`src/rtl/ram_skew_feeder.sv`:
```
// ============================================================================
// Module   : ram_skew_feeder
// Purpose  : Issues strided row reads to one operand-RAM port and skews lane i
//            by i cycles so rows enter the systolic array diagonally.
// Revision : 1.0  initial release
// ============================================================================
`default_nettype none

module ram_skew_feeder #(
    parameter int DESIGN_SIZE = 8,
    parameter int DWIDTH      = 8,
    parameter int AWIDTH      = 10,
    parameter int CWIDTH      = 8
) (
    input  logic                            clk,
    input  logic                            reset,
    input  logic                            start,
    input  logic [AWIDTH-1:0]               base_addr,
    input  logic [AWIDTH-1:0]               stride,
    input  logic [CWIDTH-1:0]               num_rows,
    output logic [AWIDTH-1:0]               ram_addr,
    output logic [DESIGN_SIZE-1:0]          ram_we,
    input  logic [DESIGN_SIZE*DWIDTH-1:0]   ram_q,
    output logic [DESIGN_SIZE*DWIDTH-1:0]   a_data,
    output logic [DESIGN_SIZE-1:0]          a_valid,
    output logic                            busy,
    output logic                            done
);

    localparam int DCW = $clog2(DESIGN_SIZE + 1);
    localparam logic [DCW-1:0] C_DRAIN_LAST = DCW'(DESIGN_SIZE - 1);

    typedef enum logic [1:0] {
        S_IDLE  = 2'd0,
        S_READ  = 2'd1,
        S_DRAIN = 2'd2,
        S_DONE  = 2'd3
    } state_t;

    state_t              r_state;
    state_t              w_state_next;
    logic [CWIDTH-1:0]   r_row_cnt;
    logic [CWIDTH-1:0]   r_num_m1;
    logic [AWIDTH-1:0]   r_addr;
    logic [AWIDTH-1:0]   r_stride;
    logic [DCW-1:0]      r_drain_cnt;
    logic                r_zero_run;
    logic                r_v0;
    logic                w_last_row;

    // Comparing against N-1 lets N = 2^CWIDTH-1 run without a wider counter.
    assign w_last_row = (r_row_cnt == r_num_m1);

    always_comb begin
        w_state_next = r_state;
        case (r_state)
            S_IDLE: begin
                if (start) begin
                    w_state_next = (num_rows == '0) ? S_DONE : S_READ;
                end
            end
            S_READ: begin
                if (w_last_row) begin
                    w_state_next = S_DRAIN;
                end
            end
            S_DRAIN: begin
                if (r_drain_cnt == C_DRAIN_LAST) begin
                    w_state_next = S_DONE;
                end
            end
            S_DONE: begin
                w_state_next = S_IDLE;
            end
            default: begin
                w_state_next = S_IDLE;
            end
        endcase
    end

    always_ff @(posedge clk) begin
        if (reset) begin
            r_state     <= S_IDLE;
            r_row_cnt   <= '0;
            r_num_m1    <= '0;
            r_addr      <= '0;
            r_stride    <= '0;
            r_drain_cnt <= '0;
            r_zero_run  <= 1'b0;
            r_v0        <= 1'b0;
        end else begin
            r_state <= w_state_next;
            r_v0    <= (r_state == S_READ);
            case (r_state)
                S_IDLE: begin
                    if (start) begin
                        r_stride    <= stride;
                        r_num_m1    <= num_rows - 1'b1;
                        r_row_cnt   <= '0;
                        r_drain_cnt <= '0;
                        r_zero_run  <= (num_rows == '0);
                        // An empty request leaves the last issued address on the bus.
                        if (num_rows != '0) begin
                            r_addr <= base_addr;
                        end
                    end
                end
                S_READ: begin
                    if (!w_last_row) begin
                        r_row_cnt <= r_row_cnt + 1'b1;
                        r_addr    <= r_addr + r_stride;
                    end
                end
                S_DRAIN: begin
                    r_drain_cnt <= r_drain_cnt + 1'b1;
                end
                S_DONE: begin
                    r_zero_run <= 1'b0;
                end
                default: begin
                    r_zero_run <= 1'b0;
                end
            endcase
        end
    end

    assign ram_addr = r_addr;
    assign ram_we   = '0;
    assign done     = (r_state == S_DONE);
    assign busy     = (r_state == S_READ) || (r_state == S_DRAIN) ||
                      ((r_state == S_DONE) && r_zero_run);

    for (genvar i = 0; i < DESIGN_SIZE; i++) begin : g_lane
        logic [DWIDTH-1:0] w_lane_d;
        logic              w_lane_v;

        if (i == 0) begin : g_direct
            // ram_q is already a registered RAM output; lane 0 needs no extra stage.
            assign w_lane_d = ram_q[DWIDTH-1:0];
            assign w_lane_v = r_v0;
        end else begin : g_skew
            logic [DWIDTH-1:0] r_sd [0:i-1];
            logic [i-1:0]      r_sv;

            always_ff @(posedge clk) begin
                if (reset) begin
                    for (int j = 0; j < i; j++) begin
                        r_sd[j] <= '0;
                    end
                    r_sv <= '0;
                end else begin
                    r_sd[0] <= ram_q[i*DWIDTH +: DWIDTH];
                    r_sv[0] <= r_v0;
                    for (int j = 1; j < i; j++) begin
                        r_sd[j] <= r_sd[j-1];
                        r_sv[j] <= r_sv[j-1];
                    end
                end
            end

            assign w_lane_d = r_sd[i-1];
            assign w_lane_v = r_sv[i-1];
        end

        assign a_data[i*DWIDTH +: DWIDTH] = w_lane_v ? w_lane_d : '0;
        assign a_valid[i]                 = w_lane_v;
    end

endmodule

`default_nettype wire
```
`config.mk`:
```
export PLATFORM = sky130hd
export DESIGN_NAME = ram_skew_feeder
export DESIGN_NICKNAME = d
export VERILOG_FILES = /design/src/rtl/ram_skew_feeder.sv
export SDC_FILE = /design/constraint.sdc
export NUM_CORES = 1
export LEC_CHECK = 0
export CELL_PAD_IN_SITES_DETAIL_PLACEMENT = 0
export CELL_PAD_IN_SITES_GLOBAL_PLACEMENT = 2
export CORE_ASPECT_RATIO = 2
export CORE_UTILIZATION = 30
export CTS_BUF_LIST = sky130_fd_sc_hd__clkbuf_4 sky130_fd_sc_hd__clkbuf_8
export CTS_CLUSTER_DIAMETER = 60
export DETAILED_ROUTE_END_ITERATION = 12
export PLACE_DENSITY_LB_ADDON = 0.1
export REMOVE_ABC_BUFFERS = 1
export SLEW_MARGIN = 30
export SYNTH_ARGS = -nofsm -noshare
export SYNTH_HDL_FRONTEND = slang
export SYNTH_SLANG_ARGS = --single-unit
```
`constraint.sdc`:
```
create_clock -name clk -period 6.15 [get_ports clk]
set_clock_uncertainty 0.05 [all_clocks]
set_input_delay 0.9225 -clock clk [delete_from_list [all_inputs] [get_ports clk]]
set_output_delay 0.9225 -clock clk [all_outputs]
set_load 0.02 [all_outputs]
```
==> results by group <==
Synth
  • Cells after synthesis: 879
  • Sequential area share after synthesis: 59.50%
  • Netlist cell types: 52
  • Synth Flop Type: dfxtp_1
  • Leading area contributor after synthesis: dfxtp_1
  • Cell with the most instances after synthesis: dfxtp_1
  • Post-Syn Area: 9253 um^2
  • Synth cell count leaders: dfxtp_1, nor2b_1, and2_1
  • Top cell type's share of synthesized area: 59.50%
  • Async SR Flop Fraction: 0%
  • Synth top area cells: dfxtp_1, nor2b_1, and2_1
  • Syn. warnings: 0
  • EDFF count, synth: 0
  • #FFs+latches synth: 275
  • Avg Cell Area, Syn: 10.53 um^2

Timing
  • Tcrit/Tclk final: 49.94%
  • Fin. max-slew vios: 0
  • Worst rel slew slack: 44.30%
  • Total Neg Setup Slack: 0 ps
  • Finish-stage setup viols: 0
  • Final min period: 3072 ps
  • Worst-margin pin slew: 831.7 ps
  • Unrepaired setup endpoints after global routing: no
  • Max Freq: 325.6 MHz
  • Final Hold Violating Endpoints: 0

Placement
  • RD Place Congestion: 0.7727
  • Inst Count DP: 1386
  • # port buffers: 178
  • Detail Placement HPWL: 13460 um

Global route
  • Vias in the first global route: 6008
  • GRT Residual Overflow: 0
  • Initial antenna violation count: 2
  • Largest net degree at the start of global routing: 150
  • Total track usage: 12.89%
  • First-pass GRT wire length: 31610 um

Power
  • Pwr/cell area: 348.0 nW/um^2
  • Maximum vdd drop: 168.8 uV
  • Pleak: 4.786 nW

Clock tree
  • CTS sink cnt: 275
  • Post_cts resized: 0
  • CTS root buf: clkbuf_8
  • Cts hold-fix bufs: 0
  • Skew-Pair Late Insertion Delay: 550 ps
  • Clk buf depth: 3
  • CTS tree: yes
  • H-tree lvl count: 2
  • CTS Buf Count: 41
  • Worst-path clk slew: 60 ps
  • Post-CTS Setup Bufs: 0

Floorplanning
  • Die Area: 31590 um^2
  • Core Region: 30290 um^2
  • Chip width: 126.2 um
  • Initial core utilization: 30.55%
  • Row count: 90
  • IO Pins: 187
  • Die Y: 250.4 um

Hold path
  • Worst Hold Class: flip-flop to flip-flop
  • Hold EP: g_lane[5].g_skew.r_sd[0][20]
  • Hold Crit Start: g_lane[5].g_skew.r_sd[0][12]
  • Hold depth: 1

Final layout
  • Share of cells above drive strength 1: 7.615%
  • Area grow syn2layout: 32.14%
  • NumNets Final: 1174
  • Non-Filler Instances: 1460

Critical path
  • Crit-path most repeated cell: clkdlybuf4s50_1
  • R2R Path Start: r_state[1]
  • Arrival @ worst endpoint: 2100 ps
  • CP max FO: 1
  • CP Class: input pin to output port
  • Cell family with most CP delay: buffers and inverters
  • Setup crit end kind: output port
  • CP bufs+invs: 2
  • R2r setup slk: 3500 ps
  • Worst path slowest cell: clkdlybuf4s50_1
  • R2R depth: 8
  • CP max stage delay: 590 ps
  • Req. time, crit path: 5180 ps
  • Crit path launch type: input pin
  • Crit-path cells: clkdlybuf4s50_1 > and2_1 > clkdlybuf4s50_1
  • Worst R2R End: ram_addr[1]

Detailed routing
  • DRC viols: 0
  • Routed WL: 20170 um
  • Drt first pass iters: 4
  • Vias per cell: 4.298
  • DR iter-0 viols: 200
  • Avg WL per Cell: 13.82 um
  • DR vias: 6275
  • Post-route antenna net violation count: 0

Run
  • Max-Cap Viols: 0

Outcome
  • Status: finished clean
[layout by cell type, fill, tap and decap left out, types with 9 or more instances in the layout]
master / netlist / layout
dfxtp_1: 275 / 275
nor2b_1: 233 / 233
clkdlybuf4s50_1: 0 / 177
and2_1: 67 / 67
clkbuf_8: 0 / 57
a21oi_1: 38 / 38
nand2_1: 36 / 36
nor2_1: 25 / 25
ha_1: 17 / 17
a211oi_1: 15 / 15
o21ai_0: 13 / 13
xor2_1: 12 / 12
clkbuf_4: 0 / 11
inv_1: 9 / 9
nand3_1: 9 / 9
[sequential cells by signal (all words and copies together), names as in the netlist]
name                cells
r_zero_run              1
g_lane.g_skew.r_sd    224
r_row_cnt               8
r_stride               10
g_lane.g_skew.r_sv      7
ram_addr               10
g_lane.w_lane_v         1
r_state                 2
r_num_m1                8
r_drain_cnt             4
[layer usage]
| metal | GRT usage [%] | up-vias | part of all wire, % |
|---|---|---|---|
| met5 | 0 | - | 0 |
| met4 | 7.160 | 0 | 3.7 |
| met3 | 2.691 | 49 | 4.2 |
| met2 | 24.25 | 158 | 54 |
| met1 | 12.96 | 2857 | 38 |
| li1 | - | 3211 | - |
[layout make-up]
class	count	area [um^2]
fill	2979	18060
sequential	275	5505
multi-input combinational	552	3506
timing repair buffer	181	1821
clock buffer	67	853.3
tap	368	460.4
clock inverter	5	38.79
inverter	10	37.54
antenna	2	5.005
[worst max-delay path by stage]
stage | start | endpoint | slack [ps] | depth (start not counted)
final | ram_q[1] | a_data[1] | 3080 | 3
after global routing | ram_q[7] | a_data[7] | 3030 | 3
after CTS | ram_q[4] | a_data[4] | 3070 | 3
after detailed placement | start | ram_addr[0] | 2860 | 7
after global placement | start | ram_addr[3] | 2950 | 7
after floorplan | start | ram_addr[0] | 3550 | 5
[metrics by stage]
| step | hold WS, ps | utilization [%] | power [mW] | instance area, um^2 | setup WS [ps] |
|---|---|---|---|---|---|
| 6_report | 371.6 | 40.36 | 4.255 | 12230 | 3078 |
| 5_1_grt | 386.4 | 40.36 | 4.495 | 12230 | 3028 |
| 4_1_cts | 380.7 | 40.35 | 4.358 | 12220 | 3074 |
| 3_5_place_dp | 370.4 | 37.40 | 2.737 | 11330 | 2861 |
| 3_3_place_gp | 365.7 | 37.40 | 2.739 | 11330 | 2950 |
| 2_1_floorplan | 363.8 | - | 2.395 | 9049 | 3549 |
[where the power goes]
group | total [mW] | internal [mW] | leakage [nW] | switching, mW
clock | 1.57 | 0.878 | 0.472 | 0.693
sequential | 1.96 | 1.89 | 2.25 | 0.0768
combinational | 0.720 | 0.312 | 2.06 | 0.408
total | 4.25 | 3.08 | 4.79 | 1.18
[cells by family after synthesis]
logic type,Yosys count,synth area share (%)
and+or+nand+nor,403,25.83
other,1,0.04053
buffers and inverters,59,2.894
AOI/OAI and AO/OA,100,6.937
xor gates and xnor gates,17,1.609
DFF,275,59.50
muxes,6,0.6761
adders and majority gates,18,2.515
No activity file was read; power rests on OpenSTA's default activity.
